## config.mk

```make
export PLATFORM = sky130hd
export DESIGN_NAME = spmp_check_arb
export DESIGN_NICKNAME = d
export VERILOG_FILES = /design/src/rtl/ariane_pkg.sv /design/src/rtl/riscv_pkg.sv /design/src/rtl/spmp_check_arb_pkg.sv /design/src/rtl/spmp_check_arb_rr.sv /design/src/rtl/spmp_check_arb.sv
export SDC_FILE = /design/constraint.sdc
export NUM_CORES = 1
export LEC_CHECK = 0
export CORE_MARGIN = 5
export CORE_UTILIZATION = 26
export DETAILED_ROUTE_END_ITERATION = 7
export HOLD_SLACK_MARGIN = 0.15
export PLACE_DENSITY = 0.95
export SLEW_MARGIN = 40
export SYNTH_ARGS = -nofsm -noshare
export SYNTH_HDL_FRONTEND = slang
export SYNTH_SLANG_ARGS = --single-unit
```

## constraint.sdc

```tcl
create_clock -name clk_i -period 1.92 [get_ports clk_i]
set_clock_uncertainty 0.1 [all_clocks]
set_input_delay 0.288 -clock clk_i [delete_from_list [all_inputs] [get_ports clk_i]]
set_output_delay 0.288 -clock clk_i [all_outputs]
set_load 0.03 [all_outputs]
```

## src/rtl/ariane_pkg.sv

```systemverilog
// Core-wide shared definitions; holds the SPMP requester port index.
package ariane_pkg;
   typedef enum logic {
      SPMP_PORT_IF  = 1'b0,
      SPMP_PORT_LSU = 1'b1
   } spmp_port_e;
endpackage

```

## src/rtl/riscv_pkg.sv

```systemverilog
// Shared RISC-V architectural types: privilege levels, PMP access kinds,
// XLEN word and the access-fault exception causes.
package riscv;
   localparam int unsigned XLEN = 64;

   typedef logic [XLEN-1:0] xlen_t;

   typedef enum logic [1:0] {
      PRIV_LVL_U = 2'b00,
      PRIV_LVL_S = 2'b01,
      PRIV_LVL_M = 2'b11
   } priv_lvl_t;

   typedef enum logic [2:0] {
      ACCESS_NONE  = 3'b000,
      ACCESS_READ  = 3'b001,
      ACCESS_WRITE = 3'b010,
      ACCESS_EXEC  = 3'b100
   } pmp_access_t;

   localparam xlen_t INSTR_ACCESS_FAULT = xlen_t'(1);
   localparam xlen_t LD_ACCESS_FAULT    = xlen_t'(5);
   localparam xlen_t ST_ACCESS_FAULT    = xlen_t'(7);
endpackage

```

## src/rtl/spmp_check_arb_pkg.sv

```systemverilog
// Helpers for the shared SPMP checker arbiter.
package spmp_check_arb_pkg;
   import riscv::*;
   import ariane_pkg::*;

   localparam int unsigned NUM_PORTS = 2;

   // Store-class accesses (write bit set) fault as stores.
   function automatic xlen_t fault_cause(
      input spmp_port_e  port,
      input pmp_access_t acc
   );
      if (port == SPMP_PORT_IF) return INSTR_ACCESS_FAULT;
      if (acc[1]) return ST_ACCESS_FAULT;
      return LD_ACCESS_FAULT;
   endfunction
endpackage

```

## src/rtl/spmp_check_arb_rr.sv

```systemverilog
// Two-requester round-robin arbiter with one-hot grant;
// the port not granted last wins a tie.
module spmp_rr_arb
   import spmp_check_arb_pkg::*;
(
   input  logic                 clk_i,
   input  logic                 rst_ni,
   input  logic                 en_i,
   input  logic [NUM_PORTS-1:0] req_i,
   output logic [NUM_PORTS-1:0] gnt_o
);

   // prio_q=1: port 1 wins ties
   logic prio_q;

   always_comb begin
      gnt_o = '0;
      if (en_i) begin
         if (req_i[0] && (!prio_q || !req_i[1]))
            gnt_o[0] = 1'b1;
         else if (req_i[1])
            gnt_o[1] = 1'b1;
      end
   end

   always_ff @(posedge clk_i or negedge rst_ni) begin
      if (!rst_ni)
         prio_q <= 1'b0;
      else if (|gnt_o)
         prio_q <= gnt_o[0];
   end

endmodule

```

## src/rtl/spmp_check_arb.sv

```systemverilog
// Shares one SPMP checker between fetch and LSU with a one-deep response.
// Optional SPMP_DENY_CNT_EN adds a saturating denied-response counter.
module spmp_check_arb
   import riscv::*;
   import ariane_pkg::*;
   import spmp_check_arb_pkg::*;
#(
   parameter int unsigned PLEN = 34
) (
   input  logic            clk_i,
   input  logic            rst_ni,
   input  logic            flush_i,
   input  logic            if_valid_i,
   output logic            if_ready_o,
   input  logic [PLEN-1:0] if_addr_i,
   input  priv_lvl_t       if_priv_lvl_i,
   input  logic            if_v_i,
   input  logic            lsu_valid_i,
   output logic            lsu_ready_o,
   input  logic [PLEN-1:0] lsu_addr_i,
   input  priv_lvl_t       lsu_priv_lvl_i,
   input  logic            lsu_v_i,
   input  pmp_access_t     lsu_access_type_i,
   input  logic            lsu_hlvx_i,
   output logic [PLEN-1:0] chk_addr_o,
   output pmp_access_t     chk_access_type_o,
   output priv_lvl_t       chk_priv_lvl_o,
   output logic            chk_v_o,
   output logic            chk_hlvx_o,
   input  logic            chk_allow_i,
   output logic            if_resp_valid_o,
   input  logic            if_resp_ready_i,
   output logic            lsu_resp_valid_o,
   input  logic            lsu_resp_ready_i,
   output logic            resp_allow_o,
   output xlen_t           resp_cause_o
`ifdef SPMP_DENY_CNT_EN
   ,
   output logic [15:0]     deny_cnt_o
`endif
);

   localparam logic [0:0] IDLE = 1'b0;
   localparam logic [0:0] RESP = 1'b1;

   logic [0:0]     state_q;
   spmp_port_e     owner_q;
   logic           allow_q;
   xlen_t          cause_q;

   logic [1:0]     gnt;
   logic           held;
   logic           owner_ready;
   logic           retire;
   logic           grant_en;
   spmp_port_e     gnt_port;
   xlen_t          cause_d;

   assign held        = (state_q == RESP);
   assign owner_ready = (owner_q == SPMP_PORT_LSU) ?
                        lsu_resp_ready_i : if_resp_ready_i;
   assign retire      = held && owner_ready && !flush_i;
   // Grant in the same cycle the held response retires.
   assign grant_en    = rst_ni && !flush_i && (!held || owner_ready);

   spmp_rr_arb u_rr (
      .clk_i  (clk_i),
      .rst_ni (rst_ni),
      .en_i   (grant_en),
      .req_i  ({lsu_valid_i, if_valid_i}),
      .gnt_o  (gnt)
   );

   assign if_ready_o  = gnt[0];
   assign lsu_ready_o = gnt[1];

   always_comb begin
      chk_addr_o        = '0;
      chk_access_type_o = ACCESS_NONE;
      chk_priv_lvl_o    = PRIV_LVL_U;
      chk_v_o           = 1'b0;
      chk_hlvx_o        = 1'b0;
      gnt_port          = SPMP_PORT_IF;
      unique case (1'b1)
         gnt[0]: begin
            chk_addr_o        = if_addr_i;
            chk_access_type_o = ACCESS_EXEC;
            chk_priv_lvl_o    = if_priv_lvl_i;
            chk_v_o           = if_v_i;
         end
         gnt[1]: begin
            chk_addr_o        = lsu_addr_i;
            chk_access_type_o = lsu_access_type_i;
            chk_priv_lvl_o    = lsu_priv_lvl_i;
            chk_v_o           = lsu_v_i;
            chk_hlvx_o        = lsu_hlvx_i;
            gnt_port          = SPMP_PORT_LSU;
         end
         default: ;
      endcase
   end

   assign cause_d = chk_allow_i ? '0 :
                    fault_cause(gnt_port, chk_access_type_o);

   always_ff @(posedge clk_i or negedge rst_ni) begin
      if (!rst_ni) begin
         state_q <= IDLE;
         owner_q <= SPMP_PORT_IF;
         allow_q <= 1'b0;
         cause_q <= '0;
      end else if (flush_i) begin
         state_q <= IDLE;
      end else if (|gnt) begin
         state_q <= RESP;
         owner_q <= gnt_port;
         allow_q <= chk_allow_i;
         cause_q <= cause_d;
      end else if (retire) begin
         state_q <= IDLE;
      end
   end

   assign if_resp_valid_o  = held && (owner_q == SPMP_PORT_IF);
   assign lsu_resp_valid_o = held && (owner_q == SPMP_PORT_LSU);
   assign resp_allow_o     = held && allow_q;
   assign resp_cause_o     = held ? cause_q : '0;

`ifdef SPMP_DENY_CNT_EN
   logic [15:0] deny_cnt_q;

   always_ff @(posedge clk_i or negedge rst_ni) begin
      if (!rst_ni)
         deny_cnt_q <= '0;
      else if (retire && !allow_q && (deny_cnt_q != 16'hFFFF))
         deny_cnt_q <= deny_cnt_q + 16'd1;
   end

   assign deny_cnt_o = deny_cnt_q;
`endif

endmodule
```

-- Word level (Yosys, flattened, before mapping)
Index checks and enable logic that the tools add are counted.
- mux-type cells: 22
- bitwise operators: 2
- reduce and logical (&&, ||, !) cells: 17
- operators by type and width (cell ; count):
    64-bit two-way mux ; 6
    34-bit case mux with 2 select lines ; 1
    1-bit two-way mux ; 11
    1-bit logical AND ; 8
    3-bit case mux with 2 select lines ; 1
    1-bit zero test ; 4
    2-bit case mux with 2 select lines ; 1
    3-bit nonzero test ; 1
    1-bit logical OR ; 2
    2-bit two-way mux ; 1
    1-bit inverter ; 2
    1-bit case mux with 2 select lines ; 1
    2-bit AND reduction ; 1
    2-bit OR reduction ; 1
- register bits: 68
- output and inout port bits: 110
- word-level logic and storage cells: 46

-- Logic depth before layout (Yosys ltp)
Gate-level depths: netlist of the first run.
- depth after elaboration: 11
- depth in mapped cells: 5
- mapped depth without buffers: 3

-- By module
A second synthesis of the first run with hierarchy kept.
- cells, all modules: 146
- area, all modules: 1266.2 um2
- by module, submodules not included (module ; instances ; cells an instance ; area an instance (um2) ; sequential area each (um2)):
    spmp_check_arb ; 1 ; 138 ; 1204.9 ; 150.1
    spmp_rr_arb ; 1 ; 8 ; 61.3 ; 25.0

-- Worst setup path before layout of the first run
No wires, ideal clock.
- kind: register -> output
- from: reg owner_q
- to: out chk_access_type_o[0]
- data arrival time: 1639 ps
- required time: 1532 ps
- setup slack: -107 ps
- stages on the path, launching flop included: 5
- path buffers: 1
- path through: dfrtp_1 -> mux2i_2 -> a21o_2 -> buf_2 -> nor3_1
- longest elaborated chain between the ends: 5
- ends and longest elaborated chain (item ; RTL line ; text):
    start: declaration ; spmp_check_arb.sv:47 ; spmp_port_e owner_q;
    start signal: assignment ; spmp_check_arb.sv:116 ; owner_q <= gnt_port;
    1-bit two-way mux ; spmp_check_arb.sv:60 ; assign owner_ready = (owner_q == SPMP_PORT_LSU) ?
    1-bit logical OR ; spmp_check_arb.sv:64 ; assign grant_en = rst_ni && !flush_i && (!held || owner_ready);
    1-bit logical AND ; spmp_check_arb.sv:64 ;
    2-bit two-way mux ; spmp_check_arb_rr.sv:18 ; if (en_i) begin
    3-bit case mux with 2 select lines ; spmp_check_arb.sv:84 ; unique case (1'b1)
    end: declaration ; spmp_check_arb.sv:26 ; output pmp_access_t chk_access_type_o,
Every way passes these cells.

-- Worst setup path in the final report of the first run
- from: reg owner_q
- to: out chk_addr_o[30]
- longest elaborated chain between the ends: 5
- ends and longest elaborated chain (item ; RTL line ; text):
    1-bit two-way mux ; spmp_check_arb.sv:60 ;
    1-bit logical OR ; spmp_check_arb.sv:64 ;
    1-bit logical AND ; spmp_check_arb.sv:64 ;
    2-bit two-way mux ; spmp_check_arb_rr.sv:18 ;
    34-bit case mux with 2 select lines ; spmp_check_arb.sv:84 ;
    end: declaration ; spmp_check_arb.sv:25 ; output logic [PLEN-1:0] chk_addr_o,
Every way passes these cells.

==> flow_metrics.py, run 1 <==
metrics = {
    "outcome": {
        "status": "finished, violations left",
        "violations": "setup timing",
    },
    "placement": {
        "dp_slack_ns": -0.3140,
        "io_buffers": 134,
        "place.gp.congestion": 0.7572,
        "dp.cells": 402,
        "dp_hpwl_um": 4823,
    },
    "logic_synthesis": {
        "synth_area_leaders": "buf_4 31%, a32oi_1 22%, dfrtp_1 12%",
        "syn_area_sq_um": 1479,
        "synth_area_leader_cell": "buf_4",
        "ys_seq_area_frac": 0.1184,
        "synth_top_area_frac": 0.3096,
        "synth_cell_types": 29,
        "synth_cells": 200,
        "synth_area_per_cell_sq_um": 7.395,
        "ys_warn_count": 0,
        "synth-seq-cells": 7,
    },
    "power_and_ir_drop": {
        "p_sw_uw": 767.4,
        "pwr-share-seq": 0.128,
        "p_int_uw": 866.2,
        "ir_drop_mv": 0.3572,
        "pwr-share-comb": 0.746,
        "finalPower_mw": 1.634,
        "p_per_area_nw_per_um2": 463.6,
        "power_frac_clock": 0.127,
        "p_leak_nw": 1.508,
        "switching_share": 0.4697,
    },
    "worst_setup_path": {
        "path_cells": "mux2i_2, a21o_4, buf_4, buf_16, nor2_1, buf_4",
        "critPathCaptureType": "output port",
        "r2r-end": "cause_q[1]$_DFFE_PN0P_",
        "crit_path_start_kind": "register",
        "r2r_start": "owner_q$_DFFE_PN0P_",
        "crit_top_cell": "buf_4",
        "slowest_delay_ns": 0.42,
        "criticalPathCategory": "reg2out",
        "required_ns": 1.53,
        "r2r_slack_ns": 0.09,
        "worstPathArrival_ns": 1.75,
        "critPathSlowestCell": "dfrtp_1",
        "ff2ff_path_depth": 7,
        "cp_max_fo": 5,
    },
    "finish": {
        "area_delta_synth_final_pct": 138.2,
        "drive_above_1_share": 0.3909,
        "final_cell_mix": "79 x clkdlybuf4s50_1, 61 x conb_1, 41 x buf_6",
        "n_antenna_cell": 0,
        "final_core_util": 0.6399,
        "layout.nets": 440,
        "layout_commonest_cell": "clkdlybuf4s50_1",
        "stdcell_count": 425,
    },
    "grt": {
        "grt_pass1_vias": 1975,
        "grt_start_max_net_pins": 24,
        "grt_overflow_total": 0,
        "grt_antenna_before_repair": 0,
        "track_usage": 0.1753,
        "grt_first_pass_wirelength_um": 10240,
    },
    "timing": {
        "post-route-period-util": 1.114,
        "min_period_ns": 2.138,
        "setup_violations": 43,
        "rsz0062_at_grt": "true",
        "finalHoldViolCount": 0,
        "fmax_mhz": 467.6,
        "slew_violations": 0,
        "setup_slack_ns": -0.2185,
    },
    "clock_tree": {
        "worstSkewPairLatency_ns": 0.22,
        "clkSinkCount": 7,
        "root_buffer": "clkbuf_8",
        "cts_tree": "built",
        "cts.reportedPaths.clkPinSlew_ns": 0.04,
        "cts-buffers-inserted": 3,
        "htreeDepth": 1,
        "cts_buffer_depth": 2,
    },
    "min_path": {
        "min_from": "flush_i",
        "hold_end": "held$_DFFE_PN0P_",
        "min_path_type": "in2reg",
        "hold_depth": 2,
    },
    "route": {
        "first_pass_iters": 4,
        "wl_per_cell_um": 17.35,
        "drtAntennaViolNets": 0,
        "vias": 1970,
        "via_per_inst": 4.635,
        "drt_iter0_markers": 35,
        "routed_wl_um": 7374,
        "drc_errors": 0,
    },
    "flow_run": {
        "cap_violations": 0,
    },
    "floorplanning": {
        "dieArea_sq_um": 7297,
        "ios": 196,
        "std_cell_rows": 27,
        "start_util": 0.2686,
        "fp.coreArea_sq_um": 5507,
        "die_y_um": 85.42,
        "die_x_um": 85.42,
    },
}
[worst max-delay path: cells and delay by family (launching register included)]
kind / cells / cell delay [ns]
mux: 1 / 0.20
simple gates: 1 / 0.16
flops: 1 / 0.42
compound gates: 1 / 0.25
buf+inv: 3 / 0.50
[cell type report]
class                   instances  area (sq um)
clock buffers                   4         45.04
fillers                       426          1983
multi-input cells             166          1309
well taps                      72         90.09
inverters                       8         30.03
flip-flops and latches          7         176.4
repair buffers                168          1873
[repair_timing]
| item | 4_1_cts | 5_1_grt |
|---|---|---|
| pin swaps | 16 | 17 |
| hold buffers | 1 | 0 |
| endpoints found under the setup margin | 49 | 45 |
| resized for setup | 124 | 32 |
| endpoints found under the hold margin | 7 | 0 |
| buffers inserted | 9 | 1 |
| cloned | 6 | 2 |
[power by group through the flow]
stage	Sequential [mW]	Combinational, mW	Clock, mW
finish	0.208	1.22	0.207
CTS	0.207	1.16	0.212
floorplan	0.193	0.630	0
global route	0.211	1.28	0.219
detailed placement	0.209	0.877	0
global placement	0.205	0.859	0
[Yosys cell counts, drive strengths merged]
library cell and count:
a211oi 2, a21boi 1, a21o 1, a32oi 37, and2 5, and2b 1
buf 70, clkbuf 9, conb 1, dfrtp 7, inv 8, mux2 1
mux2i 2, nand2 3, nand2b 2, nor2 39, nor2b 1, nor3 3
o21a 1, o22a 1, o22ai 2, o32ai 2, or2b 1
[stage by stage]
stage,area (sq um),hold slack [ns],TNS (ns)
2_1_floorplan,1709,-0.1076,-0.2139
3_3_place_gp,2601,0.3894,-11.13
3_5_place_dp,2601,0.4000,-12.77
4_1_cts,3357,0.3246,-2.954
5_1_grt,3523,0.3577,-5.454
6_report,3523,0.3309,-3.478
[sequential cells by signal, summed over array words and instances, names as in the netlist]
name,count
allow_q,1
owner_q,1
u_rr.prio_q,1
held,1
cause_q,3
[cells by family after synthesis]
logic type / Yosys count / synth area share
and+or+nand+nor: 55 / 0.1633
other: 1 / 0.002536
DFF: 7 / 0.1184
buffers and inverters: 87 / 0.4044
muxes: 3 / 0.02622
AOI/OAI and AO/OA: 47 / 0.2851
[per-layer routing]
layer | part of all wire | track usage | vias up
li1 | - | - | 908
met1 | 0.34 | 0.1901 | 934
met2 | 0.56 | 0.3425 | 117
met3 | 0.087 | 0.03398 | 11
met4 | 0.019 | 0.04317 | 0
met5 | 0 | 0 | -
[how the worst max path moves through the flow]
| stage | startpoint | end | slack (ns) | cells past startpoint |
|---|---|---|---|---|
| global placement | rst_ni | chk_addr_o[2] | -0.27 | 6 |
| CTS | owner_q$_DFFE_PN0P_ | chk_access_type_o[0] | -0.15 | 6 |
| floorplan | owner_q$_DFFE_PN0P_ | chk_access_type_o[0] | -0.11 | 4 |
| finish | owner_q$_DFFE_PN0P_ | chk_addr_o[30] | -0.22 | 6 |
| detailed placement | rst_ni | chk_hlvx_o | -0.31 | 6 |
| global route | owner_q$_DFFE_PN0P_ | chk_addr_o[30] | -0.27 | 6 |
No activity file was read; power rests on OpenSTA's default activity.
==> inputs of run 2 (changes only) <==
--- a/config.mk
+++ b/config.mk
@@ -7,2 +7,3 @@
 export LEC_CHECK = 0
+export CORE_ASPECT_RATIO = 0.5
 export CORE_MARGIN = 5
==> constraint.sdc (replaced) <==
create_clock -name clk_i -period 1.92 [get_ports clk_i]
set_clock_uncertainty 0.1 [all_clocks]
set_input_delay 0.48 -clock clk_i [delete_from_list [all_inputs] [get_ports clk_i]]
set_output_delay 0.48 -clock clk_i [all_outputs]
set_load 0.03 [all_outputs]
==> run 2 against run 1 <==
Sequential power hardly changed. The run still ends with setup timing left. Global-route usage is 3.2 points higher. Sequential share of layout area is 0.46 points lower. Critical path depth is 1 higher.
==> flow_metrics.py, run 2 (synthesized netlist as in run 1, its figures left out) <==
metrics = {
    "grt": {
        "grt_overflow_total": 0,
        "grt_antenna_before_repair": 0,
        "grt_first_pass_wirelength_um": 12010,
        "track_usage": 0.2077,
        "grt_start_max_net_pins": 28,
        "grt_pass1_vias": 2210,
    },
    "clock_tree": {
        "cts_buffer_depth": 2,
        "root_buffer": "clkbuf_16",
        "htreeDepth": 1,
        "clkSinkCount": 7,
        "cts_tree": "built",
        "cts-buffers-inserted": 3,
        "worstSkewPairLatency_ns": 0.23,
        "cts.reportedPaths.clkPinSlew_ns": 0.04,
    },
    "worst_setup_path": {
        "cp_max_fo": 6,
        "criticalPathCategory": "reg2out",
        "critPathSlowestCell": "dfrtp_1",
        "required_ns": 1.34,
        "crit_path_start_kind": "register",
        "path_buf_inv": 4,
        "r2r_start": "owner_q$_DFFE_PN0P_",
        "startpoint": "u_rr.prio_q$_DFFE_PN0P_",
        "critPathTopFamily": "buffers and inverters",
        "r2r_slack_ns": 0.08,
        "critPathCaptureType": "output port",
        "slowest_delay_ns": 0.39,
        "crit_top_cell": "buf_12",
        "path_cells": "buf_6, a21boi_4, buf_12, buf_12, a32oi_2, nor2_4, buf_12",
        "worstPathArrival_ns": 1.63,
    },
    "route": {
        "wl_per_cell_um": 19.59,
        "drtAntennaViolNets": 0,
        "drc_errors": 0,
        "via_per_inst": 4.590,
        "first_pass_iters": 4,
        "routed_wl_um": 8404,
        "vias": 1969,
        "drt_iter0_markers": 53,
    },
    "finish": {
        "drive_above_1_share": 0.4972,
        "final_core_util": 0.7111,
        "largest_register_ffs": 3,
        "stdcell_count": 429,
        "layout_commonest_cell": "clkdlybuf4s50_1",
        "regMostFlops": "cause_q",
        "n_antenna_cell": 0,
        "area_delta_synth_final_pct": 164.0,
        "final_cell_mix": "79 x clkdlybuf4s50_1, 61 x conb_1, 47 x buf_6",
        "layout.nets": 443,
        "design_area_sq_um": 3905,
    },
    "outcome": {
        "status": "finished, violations left",
        "violations": "setup timing",
    },
    "timing": {
        "rsz0062_at_grt": "true",
        "slew_violations": 0,
        "post-route-period-util": 1.151,
        "setup_violations": 43,
        "finalHoldViolCount": 0,
        "setup_slack_ns": -0.2894,
        "tns_ns": -10.71,
        "fmax_mhz": 452.6,
        "min_period_ns": 2.209,
    },
    "power_and_ir_drop": {
        "pwr-share-seq": 0.103,
        "p_int_mw": 1.112,
        "p_per_area_nw_per_um2": 515.4,
        "p_sw_uw": 900.2,
        "power_frac_clock": 0.178,
        "ir_drop_mv": 0.4059,
        "switching_share": 0.4473,
        "p_leak_nw": 1.545,
        "pwr-share-comb": 0.719,
    },
    "flow_run": {
        "cap_violations": 0,
    },
    "placement": {
        "dp_hpwl_um": 5234,
        "place_area_sq_um": 3070,
        "place.gp.congestion": 0.7849,
        "dp.cells": 411,
        "io_buffers": 134,
    },
    "floorplanning": {
        "dieArea_sq_um": 7388,
        "ios": 196,
        "start_util": 0.2693,
        "die_y_um": 63.33,
        "std_cell_rows": 19,
        "die_x_um": 116.7,
        "fp.coreArea_sq_um": 5492,
    },
    "min_path": {
        "min_path_type": "reg2reg",
        "min_from": "cause_q[1]$_DFFE_PN0P_",
    },
}
-- run 2: worst register-to-register path, stage by stage, from the launching register on --
cell and delay, ns:
dfrtp_2 0.44, mux2i_4 0.22, buf_6 0.13, a211oi_4 0.23
buf_4 0.15, buf_4 0.14, mux2_4 0.31
-- run 2: worst paths after layout --
path / depth (start not counted) / endpoint
setup / recovery: 7 / chk_addr_o[0]
setup reg to reg: 6 / allow_q$_DFFE_PN0P_
hold reg to reg: 2 / cause_q[1]$_DFFE_PN0P_
max in group asynchronous: 3 / owner_q$_DFFE_PN0P_
hold / removal: 2 / cause_q[1]$_DFFE_PN0P_
min in group asynchronous: 3 / held$_DFFE_PN0P_
-- run 2: through the flow --
step	hold WS [ns]	worst slack (ns)	power, mW
after global routing	0.4274	-0.3355	2.089
final	0.4157	-0.2894	2.013
after global placement	0.3881	-0.6191	1.255
after CTS	0.4202	-0.2988	1.934
after detailed placement	0.3872	-0.6400	1.272
after floorplan	0.08441	-0.1078	0.9538
-- run 2: power groups by stage --
stage | combinational (mW) | sequential, mW | clock [mW]
3_3_place_gp | 1.06 | 0.195 | 0
4_1_cts | 1.38 | 0.200 | 0.357
3_5_place_dp | 1.07 | 0.198 | 0
6_report | 1.45 | 0.207 | 0.357
2_1_floorplan | 0.760 | 0.193 | 0
5_1_grt | 1.51 | 0.210 | 0.373
-- run 2: layer usage --
metal	vias to the layer above	GRT usage	routed length, um
met4	0	0.07153	257
met2	77	0.3853	4681
met3	20	0.03059	418
met1	959	0.2414	3046
met5	-	0	0
li1	913	-	-
-- run 2: final cells by class --
| class | count | area (sq um) |
|---|---|---|
| fill | 356 | 1587 |
| multi-input combinational | 167 | 1662 |
| sequential | 7 | 177.7 |
| inverter | 8 | 30.03 |
| tap | 73 | 91.34 |
| clock buffer | 4 | 78.83 |
| timing repair buffer | 170 | 1866 |
-- run 2: timing repair --
action / in CTS / in global routing
cloned: 6 / 1
pin swaps: 10 / 18
hold endpoints to repair: 7 / 0
endpoints found under the setup margin: 52 / 48
setup buffers: 8 / 2
hold buffers: 1 / 0
gates resized for setup: 108 / 21
==> RTL change 1, RTL diff (settings of run 1) <==
`XLEN`: 64 -> 56.
--- a/src/rtl/riscv_pkg.sv
+++ b/src/rtl/riscv_pkg.sv
@@ -1,7 +1,7 @@
 // Shared RISC-V architectural types: privilege levels, PMP access kinds,
 // XLEN word and the access-fault exception causes.
 package riscv;
-   localparam int unsigned XLEN = 64;
+   localparam int unsigned XLEN = 56;
 
    typedef logic [XLEN-1:0] xlen_t;
 
Ports: changed (resized resp_cause_o); port bits go from 196 to 188. The function was not compared with the original's and may differ.
==> RTL change 1 against run 1 <==
The flow still finishes with violations (negative setup slack). Routed wire length decreased by 6.3%. Total power fell by 7.0%. Register-to-register slack improved by 120 ps. Area after synthesis fell by 4.1%. Sequential cell count stayed put. Maximum frequency rose by 4.5%. Non-clock buffer count down 4. Cell area fell by 8.2%. Worst setup slack gained 92 ps.
==> RTL change 1: results (changes against run 1) <==
| Metric | Value |
|---|---|
| Routability cong. | 0.8262 (was 0.7572) |
| Worst Slack Setup Final | -126.3 ps (was -218.5 ps) |
| GRT Total Usage | 16.12% (was 17.53%) |
| First-pass GRT wire length | 9252 um (was 10240 um) |
| Largest net degree at the start of global routing | 21 (was 24) |
| Sw Share | 45.86% (was 46.97%) |
| Metal2 WL | 3730 um (was 4095 um) |
| CTS resizes | 38 (was 124) |
| Vias in the first global route | 1919 (was 1975) |
| Metal3 WL | 604 um (was 644 um) |
| Leak | 1.434 nW (was 1.508 nW) |
| Seq/Total Area, Yosys | 12.35% (was 11.84%) |
| Flop-to-flop setup slack | 210 ps (was 90 ps) |
| Grt met1 use | 15.46% (was 19.01%) |
| Failing checks | negative setup slack (unchanged) |
| P_comb | 1.10 mW (was 1.22 mW) |
| VDD IR max | 0.4049 mV (was 0.3572 mV) |
| Vias | 1955 (was 1970) |
| Final setup viols | 40 (was 43) |
| M1 WL | 2324 um (was 2492 um) |
| GRT met2 Usage | 32.54% (was 34.25%) |
| Setup TNS | -2448 ps (was -3478 ps) |
| CP arrival | 1660 ps (was 1750 ps) |
| Wire per inst | 16.81 um (was 17.35 um) |
| Outcome | finished, violations left (unchanged) |
| Initial DRC count | 48 (was 35) |
[RTL change 1: worst register-to-register path, delay by kind of cell (launching register included)]
family / cells / cell delay [ps]
AOI/OAI and AO/OA: 1 / 240
buffers and inverters: 2 / 350
muxes: 2 / 480
DFF: 1 / 420
[RTL change 1: through the flow]
stage | hold WS, ps | power (mW) | std cells | setup slack (ps)
floorplan | -107.6 | 0.7908 | 244 | -106.9
global placement | 399.8 | 1.076 | 397 | -251.2
detailed placement | 414.1 | 1.099 | 397 | -329.6
CTS | 331.6 | 1.402 | 407 | -113.3
global route | 331.9 | 1.597 | 411 | -175.5
finish | 344.7 | 1.519 | 411 | -126.3
[RTL change 1: worst paths after layout]
path,startpoint,endpoint,cells past startpoint
setup reg to reg,owner_q$_DFFE_PN0P_,allow_q$_DFFE_PN0P_,5
hold reg to reg,cause_q[1]$_DFFE_PN0P_,cause_q[1]$_DFFE_PN0P_,2
max in group asynchronous,rst_ni,u_rr.prio_q$_DFFE_PN0P_,3
setup / recovery,owner_q$_DFFE_PN0P_,chk_addr_o[32],6
min in group asynchronous,rst_ni,cause_q[2]$_DFFE_PN0P_,3
hold / removal,flush_i,held$_DFFE_PN0P_,2
[RTL change 1: layout make-up]
class / count / area, sq um
flip-flops and latches: 7 / 177.7
fillers: 402 / 1969
well taps: 70 / 87.58
clock buffers: 4 / 45.04
multi-input cells: 158 / 1152
inverters: 8 / 30.03
repair buffers: 164 / 1743
[RTL change 1: logic make-up (layout without fill, tap and decap cells)]
family	count (synthesis)	in the layout	share of synthesized area (%)
AO/OA/AOI/OAI	47	47	29.72
buffers and inverters	79	176	37.92
flip-flops	7	7	12.35
multiplexers	3	3	2.733
other	1	53	0.2643
AND/OR/NAND/NOR	55	55	17.02
==> RTL change 2, RTL diff (settings of run 1) <==
Without the edit above. The option `SPMP_DENY_CNT_EN` is turned on by a define.
--- a/src/rtl/spmp_check_arb.sv
+++ b/src/rtl/spmp_check_arb.sv
@@ -1,5 +1,7 @@
 // Shares one SPMP checker between fetch and LSU with a one-deep response.
 // Optional SPMP_DENY_CNT_EN adds a saturating denied-response counter.
+`define SPMP_DENY_CNT_EN
+
 module spmp_check_arb
    import riscv::*;
    import ariane_pkg::*;
Function (old outputs only; new: deny_cnt_o): same outputs for any inputs over 4 cycles, from zero or initial values and one cycle with rst_ni low; that may be too few to reach the edited logic, so the function may still have changed.
==> RTL change 2 against run 1 <==
The flow still finishes with violations (negative setup slack). Cell area increased by 21%. Core utilization is 8.1 points lower. Routed wire length grew 22%. Sequential cell count up 16. Sequential power rose to 3.1 times the old value. Total power rose by 34%. Worst setup slack lost 210 ps. Synthesized cell count up 9.0%. Area after synthesis up 36%.
==> RTL change 2: results (changes against run 1) <==
| Metric | Value |
|---|---|
| DR top layer | met4 (unchanged) |
| Post-synthesis async set-or-reset flop share | 100.0% (unchanged) |
| IO Port Bufs | 150 (was 134) |
| Post-synth top cells | buf_4, a22o_1, dfrtp_1, xor2_1, and2_1 (was buf_4, nor2_1, a32oi_1, clkbuf_1, inv_1) |
| Placement Setup Slack | -462.3 ps (was -314.0 ps) |
| Crit-path max FO | 12 (was 5) |
| GRT Total Usage | 16.45% (was 17.53%) |
| Reg-to-reg startpoint | owner_q$_DFFE_PN0P_ (unchanged) |
| M1 WL | 3247 um (was 2492 um) |
| Vias per cell | 4.509 (was 4.635) |
| Grt met1 use | 18.55% (was 19.01%) |
| Wire per inst | 18.08 um (was 17.35 um) |
| Setup TNS | -16380 ps (was -3478 ps) |
| Fin Hold WS | 363.0 ps (was 330.9 ps) |
| PD cells | 513.8 nW/um^2 (was 463.6 nW/um^2) |
| R2R cell count | 9 (was 7) |
| VDD IR max | 0.6512 mV (was 0.3572 mV) |
| Initial core utilization | 26.29% (was 26.86%) |
| Placed Cells | 476 (was 402) |
| Sw Share | 40.60% (was 46.97%) |
| GRT met2 Usage | 31.62% (was 34.25%) |
| Final setup viols | 47 (was 43) |
| Logic pwr share | 57.4% (was 74.6%) |
| Post-Synthesis Cells | 218 (was 200) |
| Initial DRC count | 49 (was 35) |
| Clock transition at the registers of the reported paths | 80 ps (was 40 ps) |
| CP arrival | 1960 ps (was 1750 ps) |
| Worst setup path end | chk_priv_lvl_o[0] (was chk_addr_o[30]) |
| Least-Margin Pin Slew | 738.6 ps |
| DP Wirelength | 6301 um (was 4823 um) |
| Drt total wl | 9021 um (was 7374 um) |
| Max FFs per register | 16 (was 3) |
| Top post-synthesis cells by area | dfrtp_1, buf_4, a22o_1 (was buf_4, a32oi_1, dfrtp_1) |
| Flop-to-flop setup slack | -150 ps (was 90 ps) |
| Detail Route Antenna Nets | 0 (unchanged) |
| First-pass GRT wire length | 12920 um (was 10240 um) |
| Worst min path class | in2async (was in2reg) |
| Leak | 2.065 nW (was 1.508 nW) |
| Clock network power share | 13.5% (was 12.7%) |
| Antenna Cells | 0 (unchanged) |
| Seq/Total Area, Yosys | 28.62% (was 11.84%) |
| Nets | 485 (was 440) |
| Metal2 WL | 5003 um (was 4095 um) |
| Routability cong. | 0.8496 (was 0.7572) |
| Clk Latency, worst-skew pair | 260 ps (was 220 ps) |
| Layout cell share with drive strength beyond 1 | 35.52% (was 39.09%) |
| Worst Slack Setup Final | -430.9 ps (was -218.5 ps) |
| Vias in the first global route | 2313 (was 1975) |
| Met3 Use GR | 3.857% (was 3.398%) |
| Outcome | finished, violations left (unchanged) |
| Metal3 WL | 661 um (was 644 um) |
| Yosys cell types | 35 (was 29) |
| Placed Area | 3518 sq um (was 2601 sq um) |
| Failing checks | negative setup slack (unchanged) |
-- RTL change 2: what timing repair did --
item	in CTS	in global routing
endpoints found under the hold margin	0	0
gates cloned	4	3
setup endpoints to repair	51	56
resized for setup	83	18
pin swaps	8	7
setup buffers	11	1
-- RTL change 2: cell families after synthesis --
logic type | share of synthesized area [%]
compound gates | 20.66
mux | 3.298
xor+xnor | 6.098
simple gates | 15.18
fa+ha+maj | 0.6222
buf+inv | 25.33
flops | 28.62
other cells | 0.1865
-- RTL change 2: area by class of cell --
class | instances | area (sq um)
Clock buffer | 3 | 41.29
Timing Repair Buffer | 185 | 2024
Tap cell | 102 | 127.6
Multi-Input combinational cell | 182 | 1484
Sequential cell | 23 | 578.1
Inverter | 3 | 11.26
Fill cell | 634 | 3376
Clock inverter | 1 | 5.005
-- RTL change 2: worst max-delay path, delay by kind of cell, from the launching register on --
| kind | cells | cell delay (ps) |
|---|---|---|
| compound gates | 2 | 490 |
| flops | 1 | 420 |
| mux | 1 | 220 |
| buf+inv | 4 | 570 |
